## src/rtl/spike_event_collector.sv

```systemverilog
// Spike event collector: captures per-neuron spike strobes into a pending
// bitmap, picks one pending neuron per cycle with a round-robin arbiter and
// presents it as a valid/ready event tagged with the current timestep.
// Spikes that arrive while their neuron is still pending are dropped and
// counted in a saturating counter with a sticky overflow flag.
module spike_event_collector #(
  parameter int NUM_NEURONS = 16,
  parameter int NEURON_ID_W = 4,
  parameter int TS_W        = 8,
  parameter int DROP_W      = 8
) (
  input  logic                   clk,
  input  logic                   rst_n,
  input  logic                   scan_start_en,
  input  logic [NUM_NEURONS-1:0] lif_spike,
  output logic                   out_valid,
  input  logic                   out_ready,
  output logic [NEURON_ID_W-1:0] out_neuron,
  output logic [TS_W-1:0]        out_timestep,
  output logic                   busy,
  output logic                   overflow,
  output logic [DROP_W-1:0]      drop_cnt
);

  localparam int SUM_W = DROP_W + NEURON_ID_W + 1;

  logic [NUM_NEURONS-1:0] pending_q, pending_d;
  logic                   out_valid_q, out_valid_d;
  logic [NEURON_ID_W-1:0] out_neuron_q, out_neuron_d;
  logic [TS_W-1:0]        out_timestep_q, out_timestep_d;
  logic [TS_W-1:0]        timestep_q, timestep_d;
  logic [NEURON_ID_W-1:0] rr_ptr_q, rr_ptr_d;
  logic                   overflow_q, overflow_d;
  logic [DROP_W-1:0]      drop_cnt_q, drop_cnt_d;

  logic [NEURON_ID_W-1:0] hi_idx, lo_idx, grant_idx;
  logic                   hi_found;
  logic                   any_pend, load_ok, do_grant;
  logic [NUM_NEURONS-1:0] clr, drop_vec, pending_cap;
  logic [NEURON_ID_W:0]   drop_num;
  logic [SUM_W-1:0]       drop_sum;

  // Round-robin search: first pending bit at or above rr_ptr, else lowest pending bit.
  always_comb begin
    hi_found = 1'b0;
    hi_idx   = '0;
    lo_idx   = '0;
    for (int i = NUM_NEURONS - 1; i >= 0; i--) begin
      if (pending_q[i]) begin
        lo_idx = NEURON_ID_W'(i);
        if (NEURON_ID_W'(i) >= rr_ptr_q) begin
          hi_idx   = NEURON_ID_W'(i);
          hi_found = 1'b1;
        end
      end
    end
  end

  assign grant_idx = hi_found ? hi_idx : lo_idx;
  assign any_pend  = |pending_q;
  assign load_ok   = !out_valid_q || out_ready;
  assign do_grant  = load_ok && any_pend;

  // Per-neuron clear, drop detection and pending capture.
  generate
    for (genvar gi = 0; gi < NUM_NEURONS; gi++) begin : g_bit
      assign clr[gi]         = do_grant && (grant_idx == NEURON_ID_W'(gi));
      assign drop_vec[gi]    = lif_spike[gi] && pending_q[gi] && !clr[gi];
      assign pending_cap[gi] = (pending_q[gi] && !clr[gi]) || lif_spike[gi];
    end
  endgenerate

  // Number of spikes dropped this cycle and the saturating running total.
  always_comb begin
    drop_num = '0;
    for (int i = 0; i < NUM_NEURONS; i++) begin
      drop_num = drop_num + (NEURON_ID_W + 1)'(drop_vec[i]);
    end
    drop_sum = SUM_W'(drop_cnt_q) + SUM_W'(drop_num);
  end

  // Next-state: timestep boundary clears everything, otherwise arbitrate and capture.
  always_comb begin
    pending_d      = pending_q;
    out_valid_d    = out_valid_q;
    out_neuron_d   = out_neuron_q;
    out_timestep_d = out_timestep_q;
    timestep_d     = timestep_q;
    rr_ptr_d       = rr_ptr_q;
    overflow_d     = overflow_q;
    drop_cnt_d     = drop_cnt_q;
    if (scan_start_en) begin
      pending_d    = '0;
      out_valid_d  = 1'b0;
      out_neuron_d = '0;
      rr_ptr_d     = '0;
      overflow_d   = 1'b0;
      drop_cnt_d   = '0;
      timestep_d   = timestep_q + TS_W'(1);
    end else begin
      pending_d = pending_cap;
      if (load_ok) begin
        if (any_pend) begin
          out_valid_d    = 1'b1;
          out_neuron_d   = grant_idx;
          out_timestep_d = timestep_q;
          rr_ptr_d       = grant_idx + NEURON_ID_W'(1);
        end else begin
          out_valid_d = 1'b0;
        end
      end
      if (|drop_vec) begin
        overflow_d = 1'b1;
        if (drop_sum > SUM_W'({DROP_W{1'b1}})) begin
          drop_cnt_d = {DROP_W{1'b1}};
        end else begin
          drop_cnt_d = drop_sum[DROP_W-1:0];
        end
      end
    end
  end

  // State registers with asynchronous active-low reset.
  always_ff @(posedge clk or negedge rst_n) begin
    if (!rst_n) begin
      pending_q      <= '0;
      out_valid_q    <= 1'b0;
      out_neuron_q   <= '0;
      out_timestep_q <= '0;
      timestep_q     <= '0;
      rr_ptr_q       <= '0;
      overflow_q     <= 1'b0;
      drop_cnt_q     <= '0;
    end else begin
      pending_q      <= pending_d;
      out_valid_q    <= out_valid_d;
      out_neuron_q   <= out_neuron_d;
      out_timestep_q <= out_timestep_d;
      timestep_q     <= timestep_d;
      rr_ptr_q       <= rr_ptr_d;
      overflow_q     <= overflow_d;
      drop_cnt_q     <= drop_cnt_d;
    end
  end

  assign out_valid    = out_valid_q;
  assign out_neuron   = out_neuron_q;
  assign out_timestep = out_timestep_q;
  assign overflow     = overflow_q;
  assign drop_cnt     = drop_cnt_q;
  assign busy         = any_pend || out_valid_q;

endmodule
```

## config.mk

```make
export PLATFORM = sky130hd
export DESIGN_NAME = spike_event_collector
export DESIGN_NICKNAME = d
export VERILOG_FILES = /design/src/rtl/spike_event_collector.sv
export SDC_FILE = /design/constraint.sdc
export NUM_CORES = 1
export LEC_CHECK = 0
export CORE_MARGIN = 4
export CORE_UTILIZATION = 52
export CTS_CLUSTER_DIAMETER = 50
export DETAILED_ROUTE_END_ITERATION = 12
export GPL_ROUTABILITY_DRIVEN = 0
export PLACE_DENSITY = 0.84
export SLEW_MARGIN = 20
export SYNTH_ARGS = -nofsm -noshare
export SYNTH_HDL_FRONTEND = slang
export SYNTH_SLANG_ARGS = --single-unit
```

## constraint.sdc

```tcl
create_clock -name clk -period 7.4 [get_ports clk]
set_clock_uncertainty 0.1 [all_clocks]
set_input_delay 1.48 -clock clk [delete_from_list [all_inputs] [get_ports clk]]
set_output_delay 1.48 -clock clk [all_outputs]
set_load 0.02 [all_outputs]
```

==> flow_metrics.env, run 1 <==
export IMPL_power_switching_uw=680.7
export IMPL_seq_power_share_pct=30.3
export IMPL_final_hold_viol_count=0
export IMPL_vias=3412
export IMPL_synth_xor_area_share_pct=2.538
export IMPL_synth_edf_count=0
export IMPL_synth_ff_type="dfrtp_1"
export IMPL_drive_gt1_share_pct=10.37
export IMPL_arrival_ps=7080
export IMPL_synthCells=428
export IMPL_synth_area_per_cell_sq_um=8.869
export IMPL_synth_area_sq_mm=0.003796
export IMPL_clk_latency_ps=310
export IMPL_crit_chain="clkdlybuf4s50_1 -> nor2b_1 -> a41oi_2 -> buf_4 -> and2_1 -> nand2_1 -> nand3_1 -> fa_1 -> inv_1 -> fa_1 -> inv_1 -> fa_1 -> fa_1 -> fa_1 -> inv_1 -> fa_1 -> a21oi_1 -> nor2_1 -> nor2_1 -> nor2b_1 -> o21a_1 -> nand3_1 -> a21oi_1 -> mux2_1"
export IMPL_setup_violations=0
export IMPL_combPwrFrac_pct=57.7
export IMPL_grtUsageTotal_pct=22.67
export IMPL_fin_crit_sh_pct=94.40
export IMPL_min_path_type="flop to flop"
export IMPL_worstSetupPathType="primary input to flop"
export IMPL_clk_path_buf_depth=2
export IMPL_critPathRequiredTime_ps=7500
export IMPL_power_density_mw_per_mm2=329.6
export IMPL_n_antenna_cell=0
export IMPL_clockRootBuffer="clkbuf_8"
export IMPL_pre_cts_slack_ps=68.31
export IMPL_slew_viol_final=0
export IMPL_cts_tree="built"
export IMPL_rsz0062_at_grt="false"
export IMPL_end_kind="flop"
export IMPL_pwr_share_clk_pct=12.0
export IMPL_fin_crit_ps=6985
export IMPL_syn_num_nets=473
export IMPL_start_util_pct=54.67
export IMPL_grt_max_degree=51
export IMPL_synth_fa_ha_area_share_pct=10.61
export IMPL_antenna_found_initial=0
export IMPL_clk_pin_slew_ps=90
export IMPL_grt_pass1_vias=3418
export IMPL_p_int_uw=776.1
export IMPL_io_pins=43
export IMPL_postCtsHoldBufs=0
export IMPL_synth_common_cells="dfrtp_1 (50), nand2_1 (43), a21oi_1 (40)"
export IMPL_std_cell_rows=30
export IMPL_ys_types=65
export IMPL_yosysSeqAreaShare_pct=32.96
export IMPL_routed_via_density=6.104
export IMPL_muxShareOfSynthArea_pct=4.680
export IMPL_grt_overflow=0
export IMPL_drv_cap=0
export IMPL_dieWidth_um=93.44
export IMPL_crit_family="adder cells"
export IMPL_yosys_area_top_type="dfrtp_1"
export IMPL_cts_htree_levels=2
export IMPL_max_slew_margin_pct=29.22
export IMPL_clock_sinks=50
export IMPL_worst_path_max_fanout=11
export IMPL_routed_wl_mm=9.659
export IMPL_numCtsBuffers=5
export IMPL_antenna_left=0
export IMPL_worstMarginPinSlew_ps=1054
export IMPL_yosys_top_cells_area="dfrtp_1 (33%), fa_1 (6.3%), a21oi_1 (5.3%), ha_1 (4.3%), nand2_1 (4.3%)"
export IMPL_synth_compound_area_share_pct=24.59
export IMPL_dr_pass1_iters=5
export IMPL_syn_to_final_growth_pct=16.45
export IMPL_nNetsFinal=507
export IMPL_dieHeight_um=93.44
export IMPL_synth_top_family_by_area="compound AO/OA/AOI/OAI gates"
export IMPL_routedWlPerCell_um=17.28
export IMPL_fin_ws_ps=414.5
export IMPL_r2r_slack_ps=480
export IMPL_status="completed"
export IMPL_hpwl_mm=7.184
export IMPL_p_leak_uw=0.001906
export IMPL_fin_setup_tns_ps=0
export IMPL_drcViolationCount=0
export IMPL_die_area_sq_mm=0.008731
export IMPL_synth_warnings=0
export IMPL_grt_pass1_wl_mm=15.95
export IMPL_synth_async_sr_flop_share_pct=100.0
export IMPL_crit_slowest_cell="fa_1"
export IMPL_max_stage_delay_ps=590
export IMPL_nFillCells=579
export IMPL_swShare_pct=46.72
export IMPL_cp_start_kind="primary input"
export IMPL_fp_coreArea_sq_mm=0.006944
export IMPL_synth_top_area_share_pct=32.96
export IMPL_worstPathBufferInverterCount=5
export IMPL_synth_most_common_cell="dfrtp_1"
export IMPL_peakVddDrop_mv=0.2270
export IMPL_synth_seq_cells=50
export IMPL_drt_iter0_drc=252
export IMPL_cpMostUsedCell="fa_1"
export IMPL_synthSimpleGateAreaFrac_pct=17.67
export IMPL_port_buffers=42
export IMPL_clock_fmax_mhz=143.2
==> cell families (layout without fill, tap and decap cells) <==
family,Yosys count,after routing
compound gates,136,136
simple gates,126,126
buf+inv,64,99
flops,50,50
fa+ha+maj,25,25
mux,16,16
xor+xnor,11,11
==> power groups by stage <==
stage	clock network (uW)	logic (uW)	registers, uW
2_1_floorplan	0	585	434
3_3_place_gp	0	779	439
3_5_place_dp	0	812	444
4_1_cts	178	819	439
5_1_grt	188	936	453
6_report	175	840	441
==> metal layers <==
layer | vias to the layer above | track usage [%] | wire length [um]
met4 | 0 | 9.402 | 199
met2 | 145 | 38.65 | 4982
li1 | 1584 | - | -
met5 | - | 0 | 0
met1 | 1658 | 28.14 | 3911
met3 | 25 | 4.103 | 566
==> path summary, 6_finish.rpt <==
check | endpoint | cells after the start | startpoint
min reg2reg | timestep_q[7] | 1 | timestep_q[7]
max | drop_cnt[2] | 24 | out_ready
min | timestep_q[7] | 1 | timestep_q[7]
min in group asynchronous | out_timestep[0] | 2 | rst_n
max in group asynchronous | rr_ptr_q[1] | 2 | rst_n
max reg2reg | drop_cnt[2] | 27 | rr_ptr_q[3]
==> repair_timing <==
action / CTS / global route
setup endpoints to repair: 0 / 8
gates resized for setup: 0 / 8
setup buffers: 0 / 4
==> cell usage in the layout (no fill, tap or decap), types with 7 or more instances in the layout <==
cell / instances
dfrtp_1: 46
nand2_1: 43
clkdlybuf4s50_1: 41
a21oi_1: 40
inv_1: 39
nor2_1: 28
o21ai_0: 20
nand3_1: 13
ha_1: 13
fa_1: 12
mux2_2: 10
buf_4: 10
xnor2_1: 9
a31oi_1: 7
a211oi_1: 7
==> area by class of cell <==
cell class	instances	area (sq um)	share of cell area, %
multi-input cells	314	2308	52.22
flip-flops and latches	50	1256	28.42
repair buffers	52	490.5	11.10
inverters	39	146.4	3.312
well taps	96	120.1	2.717
clock buffers	6	82.58	1.868
clock inverters	2	16.27	0.3680
==> registers in the layout, indices dropped and copies added (netlist names) <==
| signal | flops |
|---|---|
| drop_cnt | 8 |
| out_neuron | 4 |
| out_timestep | 8 |
| out_valid | 1 |
| overflow | 1 |
| pending_q | 16 |
| rr_ptr_q | 4 |
| timestep_q | 8 |
==> stage by stage <==
step | hold WS [ps] | cell area [sq um] | total power [uW] | instances | util (%)
after detailed placement | 364.6 | 4259 | 1256 | 547 | 61.33
after floorplan | 340.2 | 3796 | 1019 | 428 | -
after CTS | 378.1 | 4358 | 1436 | 555 | 62.76
after global routing | 385.3 | 4420 | 1577 | 559 | 63.66
after global placement | 364.1 | 4259 | 1218 | 547 | 61.33
final | 376.5 | 4420 | 1457 | 559 | 63.66
Note: power is estimated with default switching activity, not from simulation.
==> inputs of run 2 (changes only) <==
Settings changed: PLACE_DENSITY 0.84 to 0.72, SKIP_LAST_GASP from default to 1.
==> flow_metrics.env, run 2 (synthesis gave the netlist of run 1 again) <==
export IMPL_clk_path_buf_depth=2
export IMPL_numCtsBuffers=5
export IMPL_clk_pin_slew_ps=110
export IMPL_arrival_ps=6960
export IMPL_layout_commonest_cell="dfrtp_1"
export IMPL_drive_gt1_share_pct=9.544
export IMPL_clockRootBuffer="clkbuf_8"
export IMPL_power_switching_uw=691.3
export IMPL_postCtsHoldBufs=0
export IMPL_fin_crit_sh_pct=92.70
export IMPL_grtUsageTotal_pct=23.51
export IMPL_start_util_pct=54.67
export IMPL_dr_pass1_iters=4
export IMPL_fp_coreArea_sq_mm=0.006944
export IMPL_fin_util_pct=63.21
export IMPL_crit_slowest_cell="fa_1"
export IMPL_antenna_left=0
export IMPL_grt_pass1_vias=3239
export IMPL_critPathRequiredTime_ps=7500
export IMPL_grt_overflow=0
export IMPL_cts_htree_levels=2
export IMPL_ctsResizeCount=0
export IMPL_seq_power_share_pct=30.3
export IMPL_peakVddDrop_mv=0.1974
export IMPL_status="completed"
export IMPL_worstMarginPinSlew_ps=705.2
export IMPL_combPwrFrac_pct=57.6
export IMPL_cts_tree="built"
export IMPL_max_stage_delay_ps=580
export IMPL_std_cell_rows=30
export IMPL_clk_latency_ps=310
export IMPL_crit_chain="clkdlybuf4s50_1 -> nor2b_1 -> a41oi_1 -> buf_4 -> nand2_1 -> o211ai_1 -> fa_1 -> inv_1 -> fa_1 -> inv_1 -> fa_1 -> fa_1 -> fa_1 -> inv_1 -> fa_1 -> a21oi_1 -> nor2_1 -> nor2_1 -> nor2b_1 -> o21a_1 -> nand3_1 -> a21oi_1 -> mux2_1"
export IMPL_drv_cap=0
export IMPL_crit_family="adder cells"
export IMPL_slew_viol_final=0
export IMPL_grt_max_degree=51
export IMPL_holdWs_ps=379.2
export IMPL_largest_reg_flops=16
export IMPL_setup_violations=0
export IMPL_cpMostUsedCell="fa_1"
export IMPL_cp_start_kind="primary input"
export IMPL_mostFrequentLayoutCells="dfrtp_1 (46), nand2_1 (43), clkdlybuf4s50_1 (41)"
export IMPL_worstPathBufferInverterCount=5
export IMPL_fin_setup_tns_ps=0
export IMPL_pwr_share_clk_pct=12.1
export IMPL_top_register="pending_q"
export IMPL_design_area_sq_mm=0.004389
export IMPL_postCtsSetupBuffers=0
export IMPL_worst_path_max_fanout=14
export IMPL_routed_wl_mm=9.612
export IMPL_drt_iter0_drc=191
export IMPL_p_leak_uw=0.001897
export IMPL_grt_pass1_wl_mm=16.33
export IMPL_power_density_mw_per_mm2=332.6
export IMPL_clock_sinks=50
export IMPL_routed_via_density=5.899
export IMPL_swShare_pct=47.36
export IMPL_clock_fmax_mhz=145.8
export IMPL_routedWlPerCell_um=17.26
export IMPL_die_area_sq_mm=0.008731
export IMPL_vias=3286
export IMPL_fin_crit_ps=6860
export IMPL_hpwl_mm=7.329
export IMPL_placedInstanceArea_sq_mm=0.004274
export IMPL_drcViolationCount=0
export IMPL_dieWidth_um=93.44
export IMPL_port_buffers=42
export IMPL_n_antenna_cell=0
export IMPL_p_int_uw=768.4
export IMPL_syn_to_final_growth_pct=15.62
export IMPL_rsz0062_at_grt="false"
export IMPL_nNetsFinal=505
export IMPL_final_hold_viol_count=0
export IMPL_worstSetupPathType="primary input to flop"
export IMPL_end_kind="flop"
export IMPL_io_pins=43
export IMPL_max_slew_margin_pct=52.84
export IMPL_min_path_type="flop to flop"
export IMPL_antenna_found_initial=0
export IMPL_dieHeight_um=93.44
-- run 2: per-layer routing --
layer  global-route usage, %  share of wire, %  vias up
li1                        -                 -     1588
met1                   32.77                47     1606
met2                   37.22                47       79
met3                   4.103               4.8       13
met4                   7.326               2.0        0
met5                       0                 0        -
-- run 2: area by class of cell --
class	instances	area, sq um
timing repair buffer	50	475.5
tap	96	120.1
sequential	50	1256
fill	614	2555
clock inverter	3	28.78
multi-input combinational	314	2293
clock buffer	5	68.82
inverter	39	146.4
-- run 2: path summary, 6_finish.rpt --
| path | cells after the start | from | end | slack [ps] |
|---|---|---|---|---|
| max in group asynchronous | 2 | rst_n | rr_ptr_q[3] | 5580 |
| worst min register to register | 1 | timestep_q[7] | timestep_q[7] | 380 |
| worst max-delay path | 23 | out_ready | drop_cnt[2] | 540 |
| min in group asynchronous | 2 | rst_n | pending_q[4] | 1150 |
| worst min-delay path | 1 | timestep_q[7] | timestep_q[7] | 380 |
| worst max register to register | 27 | rr_ptr_q[1] | drop_cnt[2] | 550 |
-- run 2: power by group through the flow --
stage | clock network [uW] | logic (uW) | registers [uW]
finish | 176 | 841 | 442
global route | 189 | 933 | 456
CTS | 181 | 836 | 439
detailed placement | 0 | 828 | 444
global placement | 0 | 807 | 441
floorplan | 0 | 585 | 434
-- run 2: through the flow --
step	total power [uW]	worst slack (ps)	instances
2_1_floorplan	1019	1007	428
3_3_place_gp	1248	303.4	549
3_5_place_dp	1273	179.1	549
4_1_cts	1457	441.4	557
5_1_grt	1578	71.81	557
6_report	1460	540.3	557
==> inputs of run 3 (changes only) <==
Clock period 7.4 ns to 7.2 ns, I/O delays scaled along.
==> flow_metrics.env, run 3 (synthesis gave the netlist of run 1 again) <==
export IMPL_status="completed"
export IMPL_std_cell_rows=30
export IMPL_dieHeight_um=93.44
export IMPL_postCtsHoldBufs=0
export IMPL_syn_to_final_growth_pct=16.31
export IMPL_setup_violations=0
export IMPL_min_path_type="flop to flop"
export IMPL_drive_gt1_share_pct=10.58
export IMPL_vias=3296
export IMPL_cts_htree_levels=2
export IMPL_fin_crit_sh_pct=93.99
export IMPL_holdWs_ps=385.8
export IMPL_max_slew_margin_pct=44.56
export IMPL_slew_viol_final=0
export IMPL_fin_setup_tns_ps=0
export IMPL_cpMostUsedCell="fa_1"
export IMPL_clk_path_buf_depth=2
export IMPL_cts_tree="built"
export IMPL_dieWidth_um=93.44
export IMPL_final_hold_viol_count=0
export IMPL_layout_commonest_cell="dfrtp_1"
export IMPL_port_buffers=42
export IMPL_p_total_uw=1497
export IMPL_r2r_slack_ps=490
export IMPL_reg2reg_to="drop_cnt[0]"
export IMPL_antenna_left=0
export IMPL_numCtsBuffers=5
export IMPL_drcViolationCount=0
export IMPL_swShare_pct=47.18
export IMPL_drt_iter0_drc=227
export IMPL_r2r_cells=24
export IMPL_crit_slowest_cell="fa_1"
export IMPL_worstSetupPathType="primary input to flop"
export IMPL_largest_reg_flops=16
export IMPL_drv_cap=0
export IMPL_crit_chain="clkdlybuf4s50_1 -> nor2b_1 -> a41oi_1 -> buf_4 -> and2_1 -> a31o_2 -> fa_1 -> fa_1 -> fa_1 -> fa_1 -> fa_1 -> inv_1 -> fa_1 -> a21oi_1 -> nor2_1 -> nor2_1 -> nor2b_1 -> o21a_1 -> nand3_1 -> a21oi_1 -> mux2_1"
export IMPL_fp_coreArea_sq_mm=0.006944
export IMPL_p_int_uw=791.0
export IMPL_top_register="pending_q"
export IMPL_seq_area_sq_mm=0.001256
export IMPL_mostFrequentLayoutCells="dfrtp_1 (46), nand2_1 (43), clkdlybuf4s50_1 (41)"
export IMPL_dr_pass1_iters=5
export IMPL_cp_start_kind="primary input"
export IMPL_worst_path_max_fanout=14
export IMPL_grtUsageTotal_pct=23.50
export IMPL_postCtsSetupBuffers=0
export IMPL_clk_pin_slew_ps=110
export IMPL_rsz0062_at_grt="false"
export IMPL_nNetsFinal=507
export IMPL_clk_latency_ps=320
export IMPL_nFillCells=607
export IMPL_seq_power_share_pct=30.1
export IMPL_multi_input_area_sq_mm=0.002305
export IMPL_p_leak_uw=0.001909
export IMPL_clock_fmax_mhz=147.8
export IMPL_io_pins=43
export IMPL_worstMarginPinSlew_ps=829.0
export IMPL_rr_startpoint="pending_q[8]"
export IMPL_clockRootBuffer="clkbuf_8"
export IMPL_power_switching_uw=706.4
export IMPL_grt_pass1_vias=3231
export IMPL_end_kind="flop"
export IMPL_max_stage_delay_ps=580
export IMPL_cp_endpoint="drop_cnt[0]"
export IMPL_routed_wl_mm=9.507
export IMPL_fin_ws_ps=433.0
export IMPL_n_antenna_cell=0
export IMPL_routedWlPerCell_um=17.01
export IMPL_die_area_sq_mm=0.008731
export IMPL_fin_crit_ps=6767
export IMPL_critPathRequiredTime_ps=7300
export IMPL_routed_via_density=5.896
export IMPL_peakVddDrop_mv=0.2177
export IMPL_hpwl_mm=7.138
export IMPL_combPwrFrac_pct=57.8
export IMPL_pwr_share_clk_pct=12.1
export IMPL_pre_cts_slack_ps=150.6
export IMPL_arrival_ps=6870
export IMPL_grt_overflow=0
export IMPL_antenna_found_initial=0
export IMPL_grt_max_degree=51
export IMPL_grt_pass1_wl_mm=16.33
export IMPL_clock_sinks=50
export IMPL_startpoint="out_ready"
export IMPL_power_density_mw_per_mm2=339.1
export IMPL_start_util_pct=54.67
==> run 3: changes by cell type in the layout (fill, tap and decap cells not counted), sizes merged <==
| cell | previous run | this run |
|---|---|---|
| buf | 9 | 11 |
==> run 3: how the worst min path moves through the flow <==
stage / end / startpoint / cells after the start
floorplan: timestep_q[7] / timestep_q[7] / 1
CTS: timestep_q[7] / timestep_q[7] / 1
global route: timestep_q[5] / timestep_q[5] / 1
detailed placement: timestep_q[7] / timestep_q[7] / 1
finish: timestep_q[7] / timestep_q[7] / 1
global placement: timestep_q[7] / timestep_q[7] / 1
==> run 3: per-layer routing <==
metal  wire [um]  global-route usage, %
met3         585                  3.781
met5           0                      0
met2        4348                  36.87
met4         191                  7.082
met1        4381                  33.33
==> run 3: final cells by class <==
| class | instances | area share (%) |
|---|---|---|
| Clock buffer | 5 | 1.559 |
| Clock inverter | 3 | 0.6517 |
| Inverter | 39 | 3.315 |
| Multi-Input combinational cell | 314 | 52.20 |
| Sequential cell | 50 | 28.45 |
| Tap cell | 96 | 2.720 |
| Timing Repair Buffer | 52 | 11.11 |
==> run 3: worst max-delay path: cells and delay by family <==
kind	cells	cell delay, ps
muxes	1	290
adders and majority gates	6	2700
AOI/OAI and AO/OA	5	820
buffers and inverters	3	680
and+or+nand+nor	6	930
==> run 3: stage by stage <==
| step | util, % | area, sq um | std cells |
|---|---|---|---|
| 6_report | 63.59 | 4415 | 559 |
| 2_1_floorplan | - | 3796 | 428 |
| 3_5_place_dp | 61.77 | 4289 | 551 |
| 3_3_place_gp | 61.77 | 4289 | 551 |
| 4_1_cts | 63.17 | 4387 | 559 |
| 5_1_grt | 63.59 | 4415 | 559 |
==> run 3: power groups by stage <==
stage / Sequential, uW / Clock (uW) / Combinational (uW)
after floorplan: 446 / 0 / 602
after global placement: 450 / 0 / 831
after detailed placement: 452 / 0 / 845
after CTS: 447 / 185 / 853
after global routing: 466 / 197 / 970
final: 451 / 181 / 865
==> run 3: timing repair <==
item / CTS / global route
hold endpoints to repair: 0 / 0
gates resized for setup: 0 / 8
setup endpoints to repair: 0 / 8
